## config.mk

```make
export PLATFORM = sky130hd
export DESIGN_NAME = blink_monitor
export DESIGN_NICKNAME = d
export VERILOG_FILES = /design/src/rtl/blink_monitor.sv
export SDC_FILE = /design/constraint.sdc
export NUM_CORES = 1
export LEC_CHECK = 0
export CORE_ASPECT_RATIO = 1.1
export CORE_UTILIZATION = 52
export CTS_BUF_LIST = sky130_fd_sc_hd__clkbuf_4 sky130_fd_sc_hd__clkbuf_8
export CTS_CLUSTER_DIAMETER = 100
export DETAILED_ROUTE_END_ITERATION = 10
export PLACE_DENSITY = 0.8
export SLEW_MARGIN = 10
export SYNTH_ARGS = -nofsm -noshare
export SYNTH_HDL_FRONTEND = slang
export SYNTH_SLANG_ARGS = --single-unit
```

## constraint.sdc

```tcl
create_clock -name clk -period 2.65 [get_ports clk]
set_input_delay 0.53 -clock clk [delete_from_list [all_inputs] [get_ports clk]]
set_output_delay 0.53 -clock clk [all_outputs]
set_load 0.1 [all_outputs]
```

## src/rtl/blink_monitor.sv

```systemverilog
// blink_monitor: measures the ON and OFF intervals of a sampled LED drive
// signal in clk cycles and checks each complete ON+OFF period against
// the expected times, with a tolerance, an error count and a stuck-level
// timeout.
module blink_monitor #(
    parameter int CNT_W    = 16,
    parameter int ON_TIME  = 2,
    parameter int OFF_TIME = 2,
    parameter int TOL      = 0,
    parameter int TIMEOUT  = 1000
) (
    input  logic             clk,
    input  logic             rst_n,
    input  logic             led_in,
    output logic [CNT_W-1:0] on_len,
    output logic [CNT_W-1:0] off_len,
    output logic             period_valid,
    output logic             mismatch,
    output logic [7:0]       err_count,
    output logic             stuck,
    output logic             locked
);

    typedef enum logic [1:0] {
        SYNC = 2'd0,
        HIGH = 2'd1,
        LOW  = 2'd2
    } state_t;

    localparam logic [CNT_W-1:0] CNT_MAX = '1;
    localparam logic [CNT_W-1:0] CNT_ONE = CNT_W'(1);
    localparam logic [CNT_W-1:0] ON_REF  = CNT_W'(ON_TIME);
    localparam logic [CNT_W-1:0] OFF_REF = CNT_W'(OFF_TIME);
    localparam logic [CNT_W-1:0] TOL_REF = CNT_W'(TOL);
    localparam logic [CNT_W-1:0] TMO_REF = CNT_W'(TIMEOUT);

    state_t           state, state_nxt;
    logic             sync1, led_s, led_q;
    logic [2:0]       vld;
    logic             rise, fall;
    logic [CNT_W-1:0] cnt, cnt_nxt, cnt_inc;
    logic [CNT_W-1:0] on_nxt, off_nxt;
    logic             pv_nxt, mm_nxt, stuck_nxt, locked_nxt;
    logic [7:0]       err_nxt;
    logic             out_of_tol;

    // Larger minus smaller, so the difference never underflows.
    function automatic logic [CNT_W-1:0] abs_diff(input logic [CNT_W-1:0] a,
                                                  input logic [CNT_W-1:0] b);
        return (a > b) ? (a - b) : (b - a);
    endfunction

    // Two-flop synchronizer, edge-detect delay flop, and a valid pipeline
    // that marks which stages hold real samples rather than reset zeros.
    // NOTE: sequential state uses non-blocking assignments so every flop
    // samples the pre-edge value of its neighbour, as the hardware does.
    always_ff @(posedge clk) begin
        if (!rst_n) begin
            sync1 <= 1'b0;
            led_s <= 1'b0;
            led_q <= 1'b0;
            vld   <= 3'b000;
        end else begin
            sync1 <= led_in;
            led_s <= sync1;
            led_q <= led_s;
            vld   <= {vld[1:0], 1'b1};
        end
    end

    // Edges count only once led_q holds a real sample, so the reset zeros
    // never fake a rise when the LED is already high at reset exit.
    assign rise = vld[2] &  led_s & ~led_q;
    assign fall = vld[2] & ~led_s &  led_q;

    // State register.
    always_ff @(posedge clk) begin
        if (!rst_n) state <= SYNC;
        else        state <= state_nxt;
    end

    // Next-state logic: SYNC waits for a clean rise, then HIGH/LOW alternate.
    // NOTE: every combinational output gets a default first, so no path
    // through the block leaves a signal unassigned and no latch is inferred.
    always_comb begin
        state_nxt = state;
        unique case (state)
            SYNC:    if (rise) state_nxt = HIGH;
            HIGH:    if (fall) state_nxt = LOW;
            LOW:     if (rise) state_nxt = HIGH;
            default: state_nxt = SYNC;
        endcase
    end

    // Period check against the stored ON length and the OFF length ending now.
    assign out_of_tol = (abs_diff(on_len, ON_REF) > TOL_REF) ||
                        (abs_diff(cnt, OFF_REF) > TOL_REF);

    // Saturating increment of the interval counter.
    assign cnt_inc = (cnt == CNT_MAX) ? cnt : cnt + CNT_ONE;

    // Output logic: next values of the counter and all registered outputs.
    always_comb begin
        cnt_nxt    = cnt;
        on_nxt     = on_len;
        off_nxt    = off_len;
        pv_nxt     = 1'b0;
        mm_nxt     = 1'b0;
        err_nxt    = err_count;
        stuck_nxt  = stuck;
        locked_nxt = locked;
        unique case (state)
            SYNC: begin
                if (rise) cnt_nxt = CNT_ONE;
            end
            HIGH: begin
                if (fall) begin
                    on_nxt    = cnt;
                    cnt_nxt   = CNT_ONE;
                    stuck_nxt = 1'b0;
                end else begin
                    cnt_nxt = cnt_inc;
                    if (cnt_inc == TMO_REF) stuck_nxt = 1'b1;
                end
            end
            LOW: begin
                if (rise) begin
                    off_nxt    = cnt;
                    cnt_nxt    = CNT_ONE;
                    stuck_nxt  = 1'b0;
                    pv_nxt     = 1'b1;
                    locked_nxt = 1'b1;
                    if (out_of_tol) begin
                        mm_nxt = 1'b1;
                        if (err_count != 8'hFF) err_nxt = err_count + 8'd1;
                    end
                end else begin
                    cnt_nxt = cnt_inc;
                    if (cnt_inc == TMO_REF) stuck_nxt = 1'b1;
                end
            end
            default: cnt_nxt = '0;
        endcase
    end

    // Datapath and output registers.
    always_ff @(posedge clk) begin
        if (!rst_n) begin
            cnt          <= '0;
            on_len       <= '0;
            off_len      <= '0;
            period_valid <= 1'b0;
            mismatch     <= 1'b0;
            err_count    <= 8'd0;
            stuck        <= 1'b0;
            locked       <= 1'b0;
        end else begin
            cnt          <= cnt_nxt;
            on_len       <= on_nxt;
            off_len      <= off_nxt;
            period_valid <= pv_nxt;
            mismatch     <= mm_nxt;
            err_count    <= err_nxt;
            stuck        <= stuck_nxt;
            locked       <= locked_nxt;
        end
    end

endmodule
```

==> flow_metrics.py <==
metrics = {
    "logic_synthesis": {
        "yosys.area_share.simple_pct": 30.67,
        "synth-edff-count": 0,
        "synthDistinctLibCells": 58,
        "yosys_warnings": 0,
        "yosys-top-cells-area": "dfxtp_1 36%, nand2_1 9.4%, a21oi_1 7.6%",
        "synth_mux_area_share_pct": 1.370,
        "syn-num-nets": 514,
        "async_reset_ff_share_pct": 0,
        "synth.top_cell.area_share_pct": 36.35,
        "ys_seq_area_share_pct": 36.35,
        "synthCells": 498,
        "synth_top_family_by_area": "simple AND/OR/NAND/NOR gates",
        "synth_compound_area_share_pct": 20.28,
        "synth_area_leader_cell": "dfxtp_1",
        "ys_ff_latch": 68,
        "synth_flop_cell": "dfxtp_1",
        "synthAdderAreaFrac_pct": 4.343,
        "synth_xor_area_share_pct": 2.339,
        "synth_area_um2": 3745,
        "avgSynthCellArea_um2": 7.520,
    },
    "worst_setup_path": {
        "worstPathMaxFanout": 13,
        "cp.required_ns": 2.94,
        "path_class": "register to register",
        "endpoint_kind": "register",
        "startpoint_type": "register",
        "crit_arrival_ns": 3.11,
    },
    "clock_tree": {
        "cts.sinks": 68,
        "cts_buffers": 9,
        "clock_latency_ns": 0.35,
        "cts-root-buf": "clkbuf_8",
        "htreeDepth": 3,
        "cts_setup_buffers": 0,
        "cts.clk_slew.worst_paths_ns": 0.08,
        "cts_tree": "yes",
        "clk_path_buf_depth": 2,
        "holdBufCountCts": 0,
    },
    "timing": {
        "fin_ws_ns": -0.1725,
        "fin_crit_sh_pct": 106.5,
        "drv_slew": 0,
        "finalClockSkew_ns": 0.01072,
        "finalHoldViolCount": 0,
        "rsz0062_at_grt": "true",
        "relSlewSlack_pct": 48.41,
        "setup_viol": 9,
        "min_period_ns": 2.823,
        "holdWs_ns": 0.4592,
        "tightest_slew_ns": 0.7698,
        "clock.fmax_mhz": 354.3,
    },
    "power_and_ir_drop": {
        "power_frac_seq_pct": 45.7,
        "design_power_total_mw": 2.275,
        "powerDensity_nw_per_um2": 448.9,
        "pwr-share-clk_pct": 46.3,
        "power.internal_mw": 1.729,
        "p_switching_uw": 545.8,
        "power_leakage_nw": 2.148,
        "netSwitchingFraction_pct": 24.00,
        "p_comb_share_pct": 8.1,
        "vdd_drop_max_mv": 0.4701,
    },
    "grt": {
        "grt-ovfl-total": 0,
        "grt_use_total_pct": 31.21,
        "grt_max_degree": 34,
        "grt_pass1_vias": 3894,
        "grt_pass1_wl_mm": 18.86,
        "antenna_found_initial": 0,
    },
    "route": {
        "route.detailed.drc": 0,
        "wl_mm": 11.46,
        "wl_per_cell_um": 16.49,
        "num_vias": 4102,
        "route.antenna.remaining_nets": 0,
        "vias_per_cell": 5.902,
        "first_pass_iters": 5,
        "first_iter_violations": 257,
    },
    "placement": {
        "place_area_um2": 4763,
        "finalWeightedCongestion": 0.9566,
        "dp_slack_ns": -0.2293,
        "port_buffers": 46,
        "dp_hpwl_mm": 8.498,
    },
    "final_layout": {
        "synthToLayoutAreaGrowth_pct": 35.32,
        "n_antenna_cell": 0,
        "layout-drive-gt1-share_pct": 30.66,
        "post-route-cell-area_um2": 5067,
        "layout.nets": 621,
    },
    "floorplan": {
        "ios": 47,
        "num_rows": 32,
        "coreArea_um2": 7007,
        "initial_core_util_pct": 53.45,
        "die_height_um": 91.01,
        "die_area_um2": 7546,
        "fp.dieW_um": 82.92,
    },
    "run_status": {
        "status": "finished with violations",
        "violations": "negative setup slack",
    },
    "hold_path": {
        "hold_class": "register to register",
    },
    "flow_run": {
        "maxCapViolCount": 0,
    },
}
per-layer routing:
metal / vias up / wire length (µm) / share of wire [%] / track usage, %
met5: - / 0 / 0 / 0
li1: 1986 / - / - / -
met2: 163 / 5594 / 49 / 54.17
met3: 36 / 629 / 5.5 / 3.727
met4: 0 / 446 / 3.9 / 17.39
met1: 1917 / 4791 / 42 / 37.32
final timing paths:
path | start | endpoint | slack [ns] | cells past startpoint
min | off_len[8] | off_len[8] | 0.46 | 2
max | on_len[2] | err_count[4] | -0.17 | 10
min reg2reg | off_len[8] | off_len[8] | 0.46 | 2
max reg2reg | on_len[2] | err_count[4] | -0.17 | 10
cell usage in the layout, fill, tap and decap left out, types with 5 or more instances in the layout:
| cell type | Yosys | routed |
|---|---|---|
| dfxtp_1 | 68 | 50 |
| clkbuf_8 | 0 | 9 |
| nand2b_1 | 6 | 6 |
| or3_1 | 15 | 13 |
| inv_1 | 10 | 9 |
| nor3_1 | 10 | 10 |
| buf_4 | 0 | 126 |
| ha_1 | 13 | 11 |
| nor2_1 | 40 | 40 |
| o31ai_1 | 6 | 5 |
| and2_1 | 7 | 7 |
| and3_1 | 7 | 7 |
| o21ai_1 | 1 | 5 |
| a21oi_1 | 57 | 55 |
| nor4_1 | 11 | 8 |
| nand2_1 | 94 | 94 |
| o21ai_0 | 26 | 22 |
| a31oi_1 | 5 | 5 |
| xnor2_1 | 7 | 7 |
| dfxtp_2 | 0 | 12 |
| nand4_1 | 9 | 9 |
| dfxtp_4 | 0 | 6 |
| nand3_1 | 8 | 8 |
synth_stat cells (4+ instances only):
library cell  count
clkbuf_1         22
nand4_1           9
buf_2             4
a22oi_1           4
o31ai_1           6
and3_1            7
dfxtp_1          68
xnor2_1           7
nand2b_1          6
or4_1             4
or3_1            15
nor3_1           10
nor2_1           40
nand3_1           8
mux2i_1           4
buf_1             6
o21ai_0          26
ha_1             13
a31oi_1           5
nor2b_1           4
inv_1            10
a211oi_1          4
nor4_1           11
nand2_1          94
and2_1            7
a21oi_1          57
layout make-up:
type | instances | area [µm²]
Sequential cell | 68 | 1399
Tap cell | 85 | 106.4
Timing Repair Buffer | 129 | 985.9
Inverter | 10 | 37.54
Multi-Input combinational cell | 387 | 2295
Clock buffer | 10 | 131.4
Fill cell | 569 | 1939
Clock inverter | 6 | 112.6
stage by stage:
step / std cells / util [%] / setup TNS, ns
global placement: 679 / 67.98 / -0.5965
floorplan: 498 / - / -0.9526
global route: 695 / 72.32 / -1.779
finish: 695 / 72.32 / -1.095
detailed placement: 679 / 67.98 / -1.581
CTS: 695 / 71.77 / -1.004
registers in the layout (all words and copies together), names as in the netlist, 2 cells and up:
register   flops
cnt           16
on_len        16
err_count      8
off_len       16
vld            3
state          2
logic make-up (layout without fill, tap and decap cells):
group	count (synthesis)	in the layout
flip-flops	68	68
multiplexers	5	5
AO/OA/AOI/OAI	127	127
AND/OR/NAND/NOR	232	232
adder cells (fa/ha/maj)	13	13
buffers and inverters	43	155
XOR/XNOR	10	10
power by group through the flow:
stage / clock (mW) / combinational (mW) / sequential (mW)
2_1_floorplan: 0 / 0.126 / 1.06
3_3_place_gp: 0 / 0.175 / 1.06
3_5_place_dp: 0 / 0.179 / 1.06
4_1_cts: 1.06 / 0.182 / 1.04
5_1_grt: 1.10 / 0.201 / 1.04
6_report: 1.05 / 0.184 / 1.04
what timing repair did:
action                     4_1_cts  5_1_grt
gates resized for setup          5       10
setup endpoints to repair        9       10
pin swaps                        3        3
worst max-delay path, cell delays in order, from the launching register on:
cell and delay (ns):
dfxtp_4 0.35, or4_4 0.53, a2111o_1 0.39, or3b_4 0.43, o21ai_2 0.07, mux2_2 0.15, a211o_1 0.13, nor4_4 0.06
buf_12 0.15, or3_4 0.37, a21oi_2 0.12
(Power assumes the default switching activity.)
